## src/rtl/load_seq_pkg.sv

```systemverilog
// Shared encodings for the load sequencer and the masked register file write port:
// FSM states, load size codes and half-register mask codes.
package load_seq_pkg;

    typedef enum logic [1:0] {
        IDLE  = 2'd0,
        RD_LO = 2'd1,
        RD_HI = 2'd2,
        WB    = 2'd3
    } state_t;

    localparam logic [1:0] SZ_NONE = 2'b00;
    localparam logic [1:0] SZ_LO   = 2'b01;
    localparam logic [1:0] SZ_HI   = 2'b10;
    localparam logic [1:0] SZ_WORD = 2'b11;

    localparam logic [1:0] MASK_NONE = 2'b00;
    localparam logic [1:0] MASK_LO   = 2'b01;
    localparam logic [1:0] MASK_HI   = 2'b10;
    localparam logic [1:0] MASK_FULL = 2'b11;

    // Place a byte in the low half, zero- or sign-extended into the high half.
    function automatic logic [15:0] byte_ext(input logic [7:0] b, input logic sext);
        return sext ? {{8{b[7]}}, b} : {8'h00, b};
    endfunction

endpackage

```

## src/rtl/load_sequencer.sv

```systemverilog
// Byte/word load sequencer feeding the 16-bit masked register file.
// Optional feature macro: LOAD_SIGN_EXT_EN (adds reqSigned for sign-extended low-byte loads).
module load_sequencer
    import load_seq_pkg::*;
#(
    parameter int ADDR_W = 16,
    parameter int REG_W  = 16,
    parameter int DST_W  = 4
) (
    input  logic              clk,
    input  logic              rst,
    input  logic              reqValid,
    output logic              reqReady,
    input  logic [ADDR_W-1:0] reqAddr,
    input  logic [1:0]        reqSize,
    input  logic [DST_W-1:0]  reqDst,
`ifdef LOAD_SIGN_EXT_EN
    input  logic              reqSigned,
`endif
    output logic              memReq,
    output logic [ADDR_W-1:0] memAddr,
    input  logic              memAck,
    input  logic [7:0]        memData,
    output logic              regEn,
    output logic [DST_W-1:0]  regSel,
    output logic [REG_W-1:0]  regData,
    output logic [1:0]        regInMask,
    output logic [1:0]        regOutMask,
    output logic              busy
);

    state_t            state, state_nx;
    logic [ADDR_W-1:0] addr_q;
    logic [1:0]        size_q;
    logic [DST_W-1:0]  dst_q;
    logic [7:0]        lo_q;
    logic [REG_W-1:0]  data_q;
    logic              accept;
    logic              sext_lo;

    assign accept = reqValid && (state == IDLE);

`ifdef LOAD_SIGN_EXT_EN
    logic sgn_q;

    always_ff @(posedge clk) begin
        if (rst)
            sgn_q <= 1'b0;
        else if (accept)
            sgn_q <= reqSigned;
    end

    assign sext_lo = sgn_q && (size_q == SZ_LO);
`else
    assign sext_lo = 1'b0;
`endif

    always_ff @(posedge clk) begin
        if (rst)
            state <= IDLE;
        else
            state <= state_nx;
    end

    always_comb begin
        state_nx = state;
        case (state)
            IDLE:    if (reqValid && reqSize != SZ_NONE) state_nx = RD_LO;
            RD_LO:   if (memAck) state_nx = (size_q == SZ_WORD) ? RD_HI : WB;
            RD_HI:   if (memAck) state_nx = WB;
            WB:      state_nx = IDLE;
            default: state_nx = IDLE;
        endcase
    end

    // The write word is built as the last byte arrives, so regData is a plain
    // register during WB and naturally holds afterwards; data_q[15:8] is the high byte.
    always_ff @(posedge clk) begin
        if (rst) begin
            addr_q <= '0;
            size_q <= SZ_NONE;
            dst_q  <= '0;
            lo_q   <= '0;
            data_q <= '0;
        end else begin
            if (accept) begin
                addr_q <= reqAddr;
                size_q <= reqSize;
                dst_q  <= reqDst;
            end
            if (state == RD_LO && memAck) begin
                lo_q <= memData;
                if (size_q != SZ_WORD)
                    data_q <= byte_ext(memData, sext_lo);
            end
            if (state == RD_HI && memAck)
                data_q <= {memData, lo_q};
        end
    end

    always_comb begin
        reqReady   = (state == IDLE);
        busy       = (state != IDLE);
        memReq     = (state == RD_LO) || (state == RD_HI);
        memAddr    = (state == RD_HI) ? addr_q + ADDR_W'(1) : addr_q;
        regEn      = (state == WB);
        regSel     = dst_q;
        regData    = data_q;
        regInMask  = MASK_NONE;
        regOutMask = MASK_NONE;
        if (state == WB) begin
            if (size_q == SZ_WORD || sext_lo) begin
                regInMask  = MASK_FULL;
                regOutMask = MASK_FULL;
            end else begin
                regInMask  = MASK_LO;
                regOutMask = size_q;
            end
        end
    end

endmodule

```

## config.mk

```make
export PLATFORM = sky130hd
export DESIGN_NAME = load_sequencer
export DESIGN_NICKNAME = d
export VERILOG_FILES = /design/src/rtl/load_seq_pkg.sv /design/src/rtl/load_sequencer.sv
export SDC_FILE = /design/constraint.sdc
export NUM_CORES = 1
export LEC_CHECK = 0
export ABC_AREA = 1
export BUFFER_PORTS_ARGS = -buffer_cell sky130_fd_sc_hd__buf_2
export CAP_MARGIN = 30
export CORE_UTILIZATION = 50
export CTS_BUF_LIST = sky130_fd_sc_hd__clkbuf_16
export DETAILED_ROUTE_END_ITERATION = 6
export GPL_TIMING_DRIVEN = 0
export PLACE_DENSITY = 0.82
export SYNTH_ARGS = -nofsm -noshare
export SYNTH_HDL_FRONTEND = slang
export SYNTH_SLANG_ARGS = --single-unit
```

## constraint.sdc

```tcl
create_clock -name clk -period 1.92 [get_ports clk]
set_input_delay 0.288 -clock clk [delete_from_list [all_inputs] [get_ports clk]]
set_output_delay 0.288 -clock clk [all_outputs]
set_load 0.005 [all_outputs]
```

==> summary.txt <==
Layout
  – ANT cells: 0
  – Area delta synth->final: 30.7%
  – Post-layout nets: 437
  – End-of-flow core utilization: 69.7%
  – Fraction of layout instances using a drive strength above 1: 33.4%

Clock network
  – Clock tree sinks: 48
  – Clock tree from TritonCTS: yes
  – Source-to-sink clock delay at the later pin of the worst-skew pair: 0.28 ns
  – Register clock-pin slew on the reported worst setup and hold paths: 0.06 ns
  – CTS Root Cell: clkbuf_16
  – Maximum clock path buffer count: 2
  – Maximum level of the CTS H-tree: 2
  – Number of hold buffers added after CTS: 0
  – Total clock buffers created by CTS: 5

Die
  – Placeable core area: 0.00447 mm^2
  – Cell row count: 24
  – I/O pin total: 78
  – Starting density of the core: 53.3%
  – Overall die area: 0.00505 mm^2
  – Vertical die dimension: 71.1 um
  – Chip width: 71.1 um

Logic synthesis
  – Cell types occupying the most area after synthesis: dfxtp_1, nor2_1, nand3_1
  – Post-synthesis register bit count: 48
  – Dominant register cell in the synthesized netlist: dfxtp_1
  – Synth cell types: 27
  – Synthesized Nets: 346
  – Average cell area after synthesis: 7.77 um^2
  – Most repeated cell in the gate-level netlist after synthesis: nor2_1
  – Yosys warning total: 0
  – Fraction of registers with async set or reset after synthesis: 0%
  – Share of the yosys chip area belonging to registers: 40.3%
  – Number of synthesized flops with an enable pin: 0
  – Most numerous cell types in the synthesized netlist: nor2_1, dfxtp_1, nand3_1
  – Share of Yosys cell area claimed by the top area cell type: 40.3%
  – Synthesized netlist cell count: 307
  – Total standard cell area after synthesis: 0.00238 mm^2
  – Post-synth top area cell: dfxtp_1

Placed design
  – Minimum setup slack after placement: 0.0888 ns
  – Routability cong.: 0.869
  – Placed wire-length estimate after detailed placement: 4210 um
  – Number of port buffers: 76

STA
  – Worst hold margin: 0.244 ns
  – Final Skew: 0.00549 ns
  – Setup violation total in the final timing report: 0
  – Sum of negative setup slack: 0 ns
  – Number of failing hold endpoints at the final stage: 0
  – Final max-slew violation count: 0
  – Period Utilization, post-route: 99.8%
  – Fin crit period: 1.92 ns
  – Relative max-transition margin: 72.5%
  – RSZ-0062 raised after global routing: yes
  – Worst setup slack after layout: 0.00442 ns
  – F_max: 522 MHz
  – Slew of the pin with the lowest slew margin: 0.413 ns

Critical path
  – Highest fanout seen on the critical path: 4
  – Critical path's largest stage delay: 0.35 ns
  – CP Data Arrival Time: 1.63 ns
  – Worst Path Class, Setup: reg -> out
  – Required time reported for the critical path endpoint: 1.63 ns
  – Worst setup SP type: register
  – Nature of the critical path endpoint: output pin
  – Sequence of cells on the critical path: inv_4, ha_4, nand2_4, nor2_4, nand3_2, nor2_2, xor2_1, buf_2
  – Max stage delay cell, worst path: dfxtp_4
  – Worst setup slack for register-to-register paths: 0.15 ns

Drt
  – Average via count per standard cell: 5.17
  – Met3 wire len: 263 um
  – Vias post-DR: 2325
  – Routed length on met2: 2870 um
  – Routed Wire Length: 5860 um
  – Count of unresolved DRC violations after routing: 5
  – Initial detailed-routing violation count: 128
  – Post-detailed-route count of antenna-violating nets: 0
  – First drt pass iteration count: 6
  – Routed wire length per instance: 13.0 um
  – Highest metal used: met4
  – Met1 routed wirelength after detailed routing: 2660 um

Power and ir drop
  – Leak Pwr: 1.55 nW
  – Total power divided by cell area: 1230 mW/mm^2
  – VDD IR max: 652 uV

Worst hold path
  – Path type of the worst min-delay path: in -> reg

Global route
  – Antenna violations before repair: 0
  – Number of global-route vias before repair: 2069
  – Total gr overflow: 0
  – Global-route wire length before repair: 9320 um
  – Overall fraction of global-route tracks in use: 23.4%
  – Maximum number of pins on one net before global-route repair: 14

Outcome
  – Violations in the final reports: DRC
  – Result of the run: finished, violations left

Job
  – Max cap viols: 0
critical path: cells and delay by family, from the launching register on:
kind,cells,cell delay [ns]
xor gates and xnor gates,1,0.14
buffers and inverters,2,0.18
DFF,1,0.35
and+or+nand+nor,4,0.49
adders and majority gates,1,0.19
worst paths after layout:
path | startpoint | end | depth (start not counted)
hold / removal | reqDst[2] | regSel[2] | 3
setup reg to reg | state[0] | addr_q[8] | 8
setup / recovery | state[0] | memAddr[12] | 8
hold reg to reg | regSel[0] | regSel[0] | 2
cell families (layout without fill, tap and decap cells):
| family | after synthesis | count (layout) | synth area share [%] |
|---|---|---|---|
| AO/OA/AOI/OAI | 55 | 55 | 13.3 |
| buffers and inverters | 36 | 127 | 7.92 |
| adder cells (fa/ha/maj) | 5 | 5 | 2.62 |
| AND/OR/NAND/NOR | 151 | 151 | 31.4 |
| XOR/XNOR | 12 | 12 | 4.41 |
| flip-flops | 48 | 48 | 40.3 |
per-layer routing:
metal	vias to the layer above	global-route usage, %
met2	68	41.1
met4	0	6.67
li1	1190	-
met1	1059	29.3
met5	-	0
met3	8	4.42
placed cells by master, fill, tap and decap left out, types with 2 or more instances in the layout:
| cell | synthesis | final |
|---|---|---|
| inv_2 | 2 | 2 |
| clkinv_1 | 0 | 2 |
| nand4_1 | 2 | 2 |
| dfxtp_2 | 0 | 2 |
| dfxtp_1 | 48 | 44 |
| nor2_1 | 57 | 56 |
| nand2_4 | 1 | 3 |
| xnor2_1 | 5 | 4 |
| clkbuf_16 | 0 | 5 |
| o21ai_1 | 5 | 6 |
| nand2_8 | 4 | 4 |
| ha_1 | 5 | 3 |
| o21ai_0 | 27 | 26 |
| buf_6 | 2 | 2 |
| buf_12 | 1 | 2 |
| buf_2 | 6 | 82 |
| nand3_1 | 41 | 39 |
| nor2_4 | 3 | 5 |
| nand2_1 | 35 | 33 |
| dfxtp_4 | 0 | 2 |
| nand2_2 | 3 | 3 |
| nand3_2 | 3 | 4 |
| o211a_1 | 8 | 8 |
| clkbuf_1 | 5 | 4 |
| inv_1 | 17 | 16 |
| xor2_1 | 7 | 7 |
| buf_4 | 2 | 9 |
| a21oi_1 | 14 | 14 |
cell type report:
| type | instances | area [um^2] |
|---|---|---|
| fill | 378 | 1360 |
| tap | 52 | 65.1 |
| multi-input combinational | 223 | 1300 |
| sequential | 48 | 971 |
| clock buffer | 5 | 125 |
| timing repair buffer | 85 | 460 |
| buffer | 15 | 100 |
| inverter | 20 | 85.1 |
| clock inverter | 2 | 7.51 |
repair_timing:
item | in CTS | in global routing
setup buffers | 6 | 3
pin swaps | 4 | 6
setup endpoints to repair | 12 | 11
gates resized for setup | 13 | 13
through the flow:
stage | cells | area [um^2] | total power, mW
2_1_floorplan | 307 | 2380 | 2.39
3_3_place_gp | 435 | 2830 | 2.83
3_5_place_dp | 435 | 2830 | 2.88
4_1_cts | 448 | 3070 | 3.79
5_1_grt | 450 | 3120 | 4.08
6_report | 450 | 3120 | 3.83
state kept, by name, summed over array words and instances (netlist names):
register,cells
addr_q,16
regData,16
lo_q,8
regSel,4
size_q,2
state,2
power by group:
group / internal [mW] / switching [mW] / total (mW)
sequential: 1.28 / 0.238 / 1.52
clock: 0.466 / 0.337 / 0.803
combinational: 0.692 / 0.812 / 1.50
No activity file was read; power rests on OpenSTA's default activity.
